--- config.mk ---
export PLATFORM = sky130hd
export DESIGN_NAME = multichan_transceiver
export DESIGN_NICKNAME = d
export VERILOG_FILES = /design/src/rtl/multichan_transceiver_pkg.sv /design/src/rtl/multichan_transceiver_rx_assembler.sv /design/src/rtl/multichan_transceiver.sv
export SDC_FILE = /design/constraint.sdc
export NUM_CORES = 1
export LEC_CHECK = 0
export ABC_AREA = 1
export BUFFER_PORTS_ARGS = -buffer_cell sky130_fd_sc_hd__buf_2
export CAP_MARGIN = 30
export CORE_MARGIN = 5
export CORE_UTILIZATION = 40
export CTS_CLUSTER_DIAMETER = 60
export CTS_CLUSTER_SIZE = 10
export DETAILED_ROUTE_END_ITERATION = 8
export PLACE_DENSITY = 0.69
export SLEW_MARGIN = 20
export SYNTH_ARGS = -nofsm -noshare
export SYNTH_HDL_FRONTEND = slang
export SYNTH_SLANG_ARGS = --single-unit
--- constraint.sdc ---
create_clock -name clk -period 2.2 [get_ports clk]
set_input_delay 0.11 -clock clk [delete_from_list [all_inputs] [get_ports clk]]
set_output_delay 0.11 -clock clk [all_outputs]
set_load 0.01 [all_outputs]
--- src/rtl/multichan_transceiver_pkg.sv ---
// Shared definitions for the multichannel packet layer: header layout,
// length field width, TX/RX state encodings and small header helpers.
package multichan_transceiver_pkg;

  // Width of the length field carried in every header and on the buses.
  localparam int LEN_BIT     = 5;
  // Header byte is {length[4:0], channel[2:0]}; narrower channel indices
  // are zero-padded up to the 3-bit field.
  localparam int HDR_CH_BITS = 3;
  localparam int HDR_LEN_LSB = 3;

  typedef enum logic [1:0] {
    TX_IDLE = 2'd0,
    TX_HDR  = 2'd1,
    TX_PAY  = 2'd2
  } tx_state_e;

  typedef enum logic [1:0] {
    RX_HDR  = 2'd0,
    RX_PAY  = 2'd1,
    RX_FULL = 2'd2
  } rx_state_e;

  // Saturate a requested/received length to the payload capacity.
  function automatic logic [LEN_BIT-1:0] clamp_len(input logic [LEN_BIT-1:0] len,
                                                   input logic [LEN_BIT-1:0] maxb);
    return (len > maxb) ? maxb : len;
  endfunction

  function automatic logic [7:0] make_hdr(input logic [LEN_BIT-1:0]     len,
                                          input logic [HDR_CH_BITS-1:0] ch);
    return {len, ch};
  endfunction

endpackage

--- src/rtl/multichan_transceiver_rx_assembler.sv ---
// RX path: pops bytes from the UART receive side, parses the header,
// collects the payload into a message buffer and holds it until the
// client on the addressed channel consumes it.
module mct_rx_assembler
  import multichan_transceiver_pkg::*;
#(
  parameter int CHANNEL_BIT = 1,
  parameter int MESSAGE_BIT = 72
) (
  input  logic                             clk,
  input  logic                             rst,
  input  logic [7:0]                       i_recv_data,
  input  logic                             i_recvable,
  output logic                             o_recv_flag,
  input  logic [(1<<CHANNEL_BIT)-1:0]      i_read_flag,
  output logic [(1<<CHANNEL_BIT)-1:0]      o_readable,
  output logic [LEN_BIT+MESSAGE_BIT-1:0]   o_read_bus,
  output logic [1:0]                       o_rx_state
);

  localparam int NCH  = 1 << CHANNEL_BIT;
  localparam int MAXB = MESSAGE_BIT / 8;
  localparam logic [LEN_BIT-1:0] MAXB_L = LEN_BIT'(MAXB);

  rx_state_e               r_state;
  rx_state_e               w_next;
  logic [CHANNEL_BIT-1:0]  r_ch;
  logic [LEN_BIT-1:0]      r_len_raw;   // length as received, drives byte count
  logic [LEN_BIT-1:0]      r_len;       // length as reported, saturated
  logic [LEN_BIT-1:0]      r_idx;       // payload bytes already popped
  logic [MESSAGE_BIT-1:0]  r_data;
  logic [MESSAGE_BIT-1:0]  w_data_merged;
  logic [LEN_BIT-1:0]      w_hdr_len;
  logic                    w_pop;
  logic                    w_consume;

  // A byte is popped whenever one is offered and the buffer is not held.
  assign w_pop      = i_recvable & (r_state != RX_FULL);
  assign w_hdr_len  = i_recv_data[7:HDR_LEN_LSB];
  assign w_consume  = (r_state == RX_FULL) & i_read_flag[r_ch];
  assign o_recv_flag = w_pop;
  assign o_rx_state  = r_state;

  // State register.
  always_ff @(posedge clk) begin
    if (rst) r_state <= RX_HDR;
    else     r_state <= w_next;
  end

  // Next state: header -> payload -> full, back to header on consume.
  always_comb begin
    w_next = r_state;
    case (r_state)
      RX_HDR:  if (w_pop) w_next = (w_hdr_len == '0) ? RX_FULL : RX_PAY;
      RX_PAY:  if (w_pop && (r_idx == r_len_raw - 5'd1)) w_next = RX_FULL;
      RX_FULL: if (w_consume) w_next = RX_HDR;
      default: w_next = RX_HDR;
    endcase
  end

  // Place the incoming byte at its lane; bytes beyond capacity fall through.
  always_comb begin
    w_data_merged = r_data;
    for (int i = 0; i < MAXB; i++) begin
      if (r_idx == LEN_BIT'(i)) w_data_merged[8*i +: 8] = i_recv_data;
    end
  end

  // Header capture and payload accumulation.
  always_ff @(posedge clk) begin
    if (rst) begin
      r_ch      <= '0;
      r_len_raw <= '0;
      r_len     <= '0;
      r_idx     <= '0;
      r_data    <= '0;
    end else if (w_pop) begin
      if (r_state == RX_HDR) begin
        r_ch      <= i_recv_data[CHANNEL_BIT-1:0];
        r_len_raw <= w_hdr_len;
        r_len     <= clamp_len(w_hdr_len, MAXB_L);
        r_idx     <= '0;
        r_data    <= '0;
      end else begin
        r_data <= w_data_merged;
        r_idx  <= r_idx + 5'd1;
      end
    end
  end

  // Pending flag per channel, masked by the consume pulse so a registered
  // one-cycle reader sees it drop in the same cycle it reads.
  always_comb begin
    o_readable = '0;
    for (int c = 0; c < NCH; c++) begin
      o_readable[c] = (r_state == RX_FULL) & (r_ch == CHANNEL_BIT'(c)) & ~i_read_flag[c];
    end
  end

  assign o_read_bus = (r_state == RX_FULL) ? {r_len, r_data} : '0;

endmodule

--- src/rtl/multichan_transceiver.sv ---
// Packet layer between a byte UART and 2^CHANNEL_BIT message channels.
// TX frames a latched message as header + payload bytes; RX reassembles
// packets in mct_rx_assembler. The two directions share nothing.
// Handshakes: send_flag/recv_flag are single-cycle transfers that only
// assert when sendable/recvable are high in the same cycle; a client
// write is accepted when write_flag[c] and writable[c] are both high, a
// read completes when read_flag[c] and the pending message matches c.
module multichan_transceiver
  import multichan_transceiver_pkg::*;
#(
  parameter int CHANNEL_BIT = 1,
  parameter int MESSAGE_BIT = 72
) (
  input  logic                             clk,
  input  logic                             rst,
  output logic                             send_flag,
  output logic [7:0]                       send_data,
  output logic                             recv_flag,
  input  logic [7:0]                       recv_data,
  input  logic                             sendable,
  input  logic                             recvable,
  input  logic [(1<<CHANNEL_BIT)-1:0]      read_flag,
  output logic [LEN_BIT+MESSAGE_BIT-1:0]   read_bus,
  input  logic [(1<<CHANNEL_BIT)-1:0]      write_flag,
  input  logic [LEN_BIT+MESSAGE_BIT-1:0]   write_bus,
  output logic [(1<<CHANNEL_BIT)-1:0]      readable,
  output logic [(1<<CHANNEL_BIT)-1:0]      writable,
  output logic [1:0]                       o_tx_state,
  output logic [1:0]                       o_rx_state
);

  localparam int NCH  = 1 << CHANNEL_BIT;
  localparam logic [LEN_BIT-1:0] MAXB_L = LEN_BIT'(MESSAGE_BIT / 8);

  tx_state_e               r_tx_state;
  tx_state_e               w_tx_next;
  logic [CHANNEL_BIT-1:0]  r_tx_ch;
  logic [LEN_BIT-1:0]      r_tx_len;
  logic [LEN_BIT-1:0]      r_tx_left;
  logic [MESSAGE_BIT-1:0]  r_tx_data;   // shifts right, next byte in [7:0]
  logic [CHANNEL_BIT-1:0]  w_wr_ch;
  logic                    w_wr_any;
  logic [LEN_BIT-1:0]      w_wr_len;

  assign w_wr_any   = |write_flag;
  assign w_wr_len   = clamp_len(write_bus[MESSAGE_BIT +: LEN_BIT], MAXB_L);
  assign o_tx_state = r_tx_state;

  // Lowest requesting channel wins when several write at once.
  always_comb begin
    w_wr_ch = '0;
    for (int c = NCH - 1; c >= 0; c--) begin
      if (write_flag[c]) w_wr_ch = CHANNEL_BIT'(c);
    end
  end

  // TX state register.
  always_ff @(posedge clk) begin
    if (rst) r_tx_state <= TX_IDLE;
    else     r_tx_state <= w_tx_next;
  end

  // TX next state: advance only on cycles where the UART takes a byte.
  always_comb begin
    w_tx_next = r_tx_state;
    case (r_tx_state)
      TX_IDLE: if (w_wr_any) w_tx_next = TX_HDR;
      TX_HDR:  if (sendable) w_tx_next = (r_tx_len == '0) ? TX_IDLE : TX_PAY;
      TX_PAY:  if (sendable && (r_tx_left == 5'd1)) w_tx_next = TX_IDLE;
      default: w_tx_next = TX_IDLE;
    endcase
  end

  // Latch the message on accept, then shift out one byte per payload send.
  always_ff @(posedge clk) begin
    if (rst) begin
      r_tx_ch   <= '0;
      r_tx_len  <= '0;
      r_tx_left <= '0;
      r_tx_data <= '0;
    end else if ((r_tx_state == TX_IDLE) && w_wr_any) begin
      r_tx_ch   <= w_wr_ch;
      r_tx_len  <= w_wr_len;
      r_tx_left <= w_wr_len;
      r_tx_data <= write_bus[MESSAGE_BIT-1:0];
    end else if ((r_tx_state == TX_PAY) && sendable) begin
      r_tx_left <= r_tx_left - 5'd1;
      r_tx_data <= r_tx_data >> 8;
    end
  end

  // Byte mux and push strobe from registered state.
  always_comb begin
    send_flag = 1'b0;
    send_data = 8'h00;
    case (r_tx_state)
      TX_HDR: begin
        send_flag = sendable;
        send_data = make_hdr(r_tx_len, HDR_CH_BITS'(r_tx_ch));
      end
      TX_PAY: begin
        send_flag = sendable;
        send_data = r_tx_data[7:0];
      end
      default: ;
    endcase
  end

  assign writable = {NCH{r_tx_state == TX_IDLE}};

  mct_rx_assembler #(
    .CHANNEL_BIT (CHANNEL_BIT),
    .MESSAGE_BIT (MESSAGE_BIT)
  ) u_rx (
    .clk         (clk),
    .rst         (rst),
    .i_recv_data (recv_data),
    .i_recvable  (recvable),
    .o_recv_flag (recv_flag),
    .i_read_flag (read_flag),
    .o_readable  (readable),
    .o_read_bus  (read_bus),
    .o_rx_state  (o_rx_state)
  );

endmodule

Word-level counts from Yosys, hierarchy flattened
Cells that the tools add are included.
{"block": "word_totals", "elab_cells": 122, "output_inout_bits": 95, "register_bits": 175, "input_bits": 93}
{"block": "classes", "n_mux": 34, "n_reduce_logical": 33, "n_bitwise": 9, "n_addsub": 3, "magnitude_cmp": 3, "n_eq_ne": 21}
{"cell": "72-bit 2-to-1 mux", "count": 3}
{"cell": "77-bit 2-to-1 mux", "count": 1}
{"cell": "8-bit 2-to-1 mux", "count": 9}
{"cell": "5-bit 2-to-1 mux", "count": 5}
{"cell": "5-bit by 3-bit == test with 1-bit output (second input constant)", "count": 4}
{"cell": "2-bit AND reduction", "count": 10}
{"cell": "2-bit nonzero test", "count": 10}
{"cell": "2-bit 2-to-1 mux", "count": 8}
{"cell": "8-bit one-hot mux with 2 select lines", "count": 1}
{"cell": "5-bit logical NOT", "count": 3}
{"cell": "2-bit one-hot mux with 3 select lines", "count": 2}
{"cell": "5-bit by 1-bit == test with 1-bit output (second input constant)", "count": 2}
{"cell": "5-bit by 2-bit == test with 1-bit output (second input constant)", "count": 2}
{"cell": "5-bit by 4-bit greater-than comparator with 1-bit output (second input constant)", "count": 2}
{"cell": "5-bit by 1-bit subtractor with 5-bit output (second input constant)", "count": 2}
{"cell": "2-bit by 1-bit != test with 1-bit output (second input constant)", "count": 4}
{"cell": "1-bit bitwise AND", "count": 6}
{"cell": "2-bit != test (second input constant)", "count": 3}
{"cell": "3-bit AND reduction", "count": 2}
{"cell": "5-bit by 1-bit adder with 5-bit output (second input constant)", "count": 1}
{"cell": "5-bit by 4-bit == test with 1-bit output (second input constant)", "count": 1}
{"cell": "5-bit == test", "count": 1}
{"cell": "1-bit 2-to-1 mux", "count": 5}
{"cell": "2-bit by 1-bit == test with 1-bit output (second input constant)", "count": 2}
{"cell": "6 further kinds", "count": 14}

Longest topological paths before layout
{"block": "depth", "word_depth": 5, "mapped_depth": 13, "depth_no_buf": 13}

Cells and area by module
Synthesis repeated with hierarchy kept, for this count alone.
{"block": "hier_totals", "cells_unflattened": 1100, "hier_area_um2": 7912.6}
{"module": "mct_rx_assembler", "cells_each": 587, "seq_area_each_um2": 1801.7, "area_each_um2": 4129.0, "n_inst": 1}
{"module": "multichan_transceiver", "cells_each": 513, "seq_area_each_um2": 1701.6, "area_each_um2": 3783.6, "n_inst": 1}

Least setup slack after synthesis
No wires, ideal clock.
{"block": "synth_path", "path_kind": "reg2reg", "start": "reg r_tx_state[0] (netlist: o_tx_state[0])", "end": "reg r_tx_data[57]", "setup_ps": 74, "arrival_ps": 1565, "setup_slack_ps": 560, "synth_period_minus_slack_ps": 1640, "path_stages_with_launch": 11, "required_time_ps": 2126, "n_path_buf": 3, "path_cell_list": "dfxtp_1 -> inv_1 -> ha_1 -> buf_2 -> nand2_4 -> inv_2 -> nor2_4 -> buf_4 -> buf_4 -> nand2_1 -> a31oi_1"}
{"block": "synth_between", "elab_chain_cells": 3, "elab_cells_between_ends": 6, "cone_classes": "eq/ne (1); mux (1); reduce/logical (4)"}
{"element": "start: declaration", "line_no": "multichan_transceiver.sv:35", "source": "tx_state_e r_tx_state;"}
{"element": "start signal: assignment", "line_no": "multichan_transceiver.sv:60", "source": "else r_tx_state <= w_tx_next;"}
{"element": "2-bit == test or 2-bit logical NOT (tied branches)", "line_no": "multichan_transceiver.sv:86, multichan_transceiver.sv:81"}
{"element": "1-bit logical AND, on equally long branches", "line_no": "multichan_transceiver.sv:86, multichan_transceiver.sv:81"}
{"element": "2-bit nonzero test (no source line) or 72-bit 2-to-1 mux (tied branches)"}
{"element": "end signal: assignment", "line_no": "multichan_transceiver.sv:85", "source": "r_tx_data <= write_bus[MESSAGE_BIT-1:0];"}
{"element": "end signal: assignment", "line_no": "multichan_transceiver.sv:88", "source": "r_tx_data <= r_tx_data >> 8;"}
{"element": "end: declaration", "line_no": "multichan_transceiver.sv:40", "source": "logic [MESSAGE_BIT-1:0] r_tx_data;"}
Parallel ways exist; a longest one is shown, timed or not.
A chain may end at the register's enable or synchronous reset.

Final worst setup path
{"block": "layout_path", "start": "reg r_tx_state[0] (netlist: o_tx_state[0])", "end": "reg r_tx_data[37]"}
The elaborated chain is that of the path after synthesis.

==> results by stage <==
Placed design:
- The post-DP HPWL is 15.0 mm.
- The routability congestion estimate is 0.858.
- The total placed instance area is 8830 µm².
- The number of buffers added on ports is 187.

Layout:
- The library cell used most frequently in the layout, excluding fill and tap cells, is nand2_1.
- In the layout the commonest cells are nand2_1 (207), buf_2 (187), dfxtp_1 (175), inv_1 (128), a21oi_1 (117).
- The share of post-route cells with drive strength above 1 is 19.2%.
- 0 antenna diodes ended up in the layout.
- From synthesis to final layout, the design area changed by 31.4%.
- After routing the design area is 10,200 µm².
- At the end of the flow, the number of nets in the layout was 1,427.

GRT:
- The total overflow left after global routing is 0.
- Entering global routing, the biggest net connects 81 pins.
- The via count of the first global-routing pass is 7,338.
- The number of antenna violations at the first check in global routing is 2.
- The wire length of the first global-routing pass is 36.4 mm.
- For this run, the total global-route usage over all layers was measured as 20.0%.

Critical path:
- The critical path capture point type is a flop.
- In this run the critical register-to-register path is launched from o_tx_state[0]$_SDFFE_PP0P_.
- On the critical path, the stage with the largest delay is an instance of dfxtp_1.
- The cell that appears most often on the critical path is nand2_1.
- The worst setup path is launched from a flop.
- The slack of the worst reg-to-reg path is 0.24 ns.
- Among cell families on the critical path, the largest total delay comes from simple AND/OR/NAND/NOR gates.
- The worst setup path startpoint is o_tx_state[0]$_SDFFE_PP0P_.
- Traced cell by cell, the critical path runs through inv_1 -> ha_1 -> nand2_1 -> nand2_2 -> nor2_4 -> buf_4 -> nand2_1 -> a31oi_1.
- Counting cells, the worst reg-to-reg path comes to 8.
- The maximum cell stage delay along the critical path is 0.36 ns.
- The buffering stage count on the worst path with inverters included is 2.
- The data arrival at the endpoint of the critical path is 2.30 ns.
- The maximum fanout along the worst path is 20.
- STA puts the critical path data required time at 2.54 ns.
- In this run the critical register-to-register path is captured at r_tx_data[37]$_SDFFE_PP0P_.
- The critical path class is reg -> reg.

CTS:
- Buffers inserted during clock tree synthesis total 17.
- The maximum level of the CTS H-tree is 4.
- The post-CTS setup buffer count is 0.
- The sink count of the clock tree is 175.
- Clock latency on the worst-skew pair, taken at its later pin, is 0.42 ns.
- The clock transition time at the flip-flop clock pins of the worst setup and hold paths is 0.07 ns.
- No sink is reached through more buffers than the 2 on the longest clock path.
- TritonCTS built the clock tree.
- The post-CTS resize count is 0.
- The master cell of the clock root buffer is clkbuf_16.

Status:
- The flow ran to the end, and the final reports show no timing, DRC or antenna violations.

Job:
- The count of max-cap constraint violations is 0.

STA:
- The clock period could shrink to 1.96 ns.
- The transition time of the tightest slew-check pin is 0.842 ns.
- The final setup TNS is 0 ns.
- For the final database, setup skew stands at 0.00918 ns.
- The portion of the clock cycle consumed by the worst path in the final layout is 89.1%.
- The final number of hold-violating endpoints came to 0.
- Headroom to the max-slew limit came out at 43.9%.
- The final-report setup violation count is 0.
- Setup repair after global routing left no endpoint under its margin.
- The final-report max-slew violation count is 0.
- For this run, the top clock speed supported by timing is 510 MHz.

Routing:
- The routed layout has 7,907 vias.
- The routed design has 22.7 mm of wire.
- After detailed routing, the average wire length per cell comes to 14.2 µm.
- The detailed router finished its first iteration with 471 violations.
- The first detailed-routing pass took 5 iterations.
- The average via count per standard cell is 4.95.
- The number of DRC violations after detailed routing is 0.
- The post-detailed-route count of antenna-violating nets is 0.

Power and ir drop:
- The leakage power of the design is 0.00442 µW.
- For this design the ratio of total power to cell area is 1150 nW/µm².
- VDD sags by at most 0.000689 V.
- The design draws 11,700 µW.

Synth:
- Synthesis produced 1,090 cells.
- After synthesis the netlist holds a flip-flop and latch count of 175.
- The net count after synthesis is 1,193.
- The synthesized area is 7730 µm².
- The number of synthesis warnings is 0.
- After synthesis, the netlist uses 31 different library cells.
- The proportion of synthesized chip area in sequential cells is 45.3%.
- The average instance area after synthesis is 7.09 µm².

Die:
- The die is 149 µm wide.
- The total area inside the core boundary comes to 18,900 µm².
- The initialized floorplan defines 50 standard-cell rows.
- 188 I/O pins were placed.
- The height of the chip is 149 µm.
- The initial cell density of the core is 40.9%.
- The die covers 22,200 µm².

Min path:
- The worst min-delay path endpoint is u_rx.r_len_raw[1]$_SDFFE_PP0P_.
- Counting instances, the worst hold path has a depth of 3.
- The start point of the worst min-delay path is recv_data[4].
- The path class of the tightest hold or removal check is in -> reg.
where the power goes:
group,total (µW),switching [µW],leakage [µW],internal [µW]
clock network,2820,1320,0.000273,1500
logic,4370,2940,0.00271,1420
registers,4470,414,0.00144,4050
total,11700,4680,0.00442,6980
cell type report:
class,count,area (µm²)
fill,1831,8740
sequential,175,3500
multi-input combinational,713,3400
timing repair buffer,283,1870
inverter,134,503
clock buffer,19,443
tap,260,325
clock inverter,12,108
Yosys cell counts, drive strengths merged:
| cell | n | area, µm² |
|---|---|---|
| o21ai | 95 | 475 |
| a221oi | 1 | 8.76 |
| dfxtp | 175 | 3500 |
| a211oi | 3 | 22.5 |
| o22ai | 7 | 43.8 |
| nand2 | 215 | 832 |
| ha | 10 | 125 |
| inv | 133 | 499 |
| nand3 | 80 | 400 |
| buf | 36 | 204 |
| nor2 | 114 | 448 |
| a21oi | 118 | 602 |
| nor3 | 7 | 40.0 |
| xnor2 | 1 | 8.76 |
| xor2 | 1 | 8.76 |
| a31oi | 59 | 369 |
| clkinv | 1 | 3.75 |
| clkbuf | 32 | 120 |
| a41oi | 1 | 8.76 |
| nand4 | 1 | 6.26 |
sequential cells by signal, indices dropped and copies added (netlist names):
name / count
u_rx.r_len_raw: 5
r_tx_len: 5
u_rx.r_len: 5
u_rx.r_data: 72
u_rx.o_rx_state: 2
u_rx.r_idx: 5
o_tx_state: 2
r_tx_left: 5
r_tx_ch: 1
r_tx_data: 72
u_rx.r_ch: 1
logic make-up after synthesis:
| group | Yosys count | share of synthesized area (%) |
|---|---|---|
| AOI/OAI and AO/OA | 284 | 19.8 |
| xor gates and xnor gates | 2 | 0.227 |
| adders and majority gates | 10 | 1.62 |
| buffers and inverters | 202 | 10.7 |
| DFF | 175 | 45.3 |
| and+or+nand+nor | 417 | 22.3 |
per-layer routing:
layer / global-route usage (%) / vias to the layer above / share of wire, %
met1: 26.5 / 3556 / 45
met2: 32.2 / 283 / 46
li1: - / 4023 / -
met3: 4.77 / 41 / 7.2
met5: 0 / - / 0.11
met4: 6.36 / 4 / 1.8
worst max-delay path by stage:
stage / end / slack, ns / cells past startpoint
2_1_floorplan: r_tx_data[57]$_SDFFE_PP0P_ / 0.56 / 10
3_3_place_gp: r_tx_left[1]$_SDFFE_PP0P_ / 0.34 / 9
3_5_place_dp: r_tx_data[38]$_SDFFE_PP0P_ / 0.26 / 8
4_1_cts: r_tx_data[62]$_SDFFE_PP0P_ / 0.25 / 8
5_1_grt: r_tx_data[37]$_SDFFE_PP0P_ / 0.03 / 8
6_report: r_tx_data[37]$_SDFFE_PP0P_ / 0.24 / 8
what timing repair did:
action / in CTS / in global routing
hold buffers: 77 / 0
endpoints found under the hold margin: 77 / 0
endpoints found under the setup margin: 0 / 0
worst register-to-register path, stage by stage (launching register included):
cell     delay (ns)
dfxtp_1        0.36
inv_1          0.09
ha_1           0.27
nand2_1        0.12
nand2_2        0.12
nor2_4         0.36
buf_4          0.33
nand2_1        0.08
a31oi_1        0.17
stage by stage:
step | utilization, % | std cells | setup slack, ns | hold WS [ns]
floorplan | - | 1090 | 0.560 | 0.252
global placement | 46.8 | 1488 | 0.337 | 0.372
detailed placement | 46.8 | 1488 | 0.261 | 0.370
CTS | 53.8 | 1596 | 0.249 | 0.000251
global route | 53.8 | 1596 | 0.0323 | 0.0325
finish | 53.8 | 1596 | 0.241 | 0.0206
Note: power is estimated with default switching activity, not from simulation.
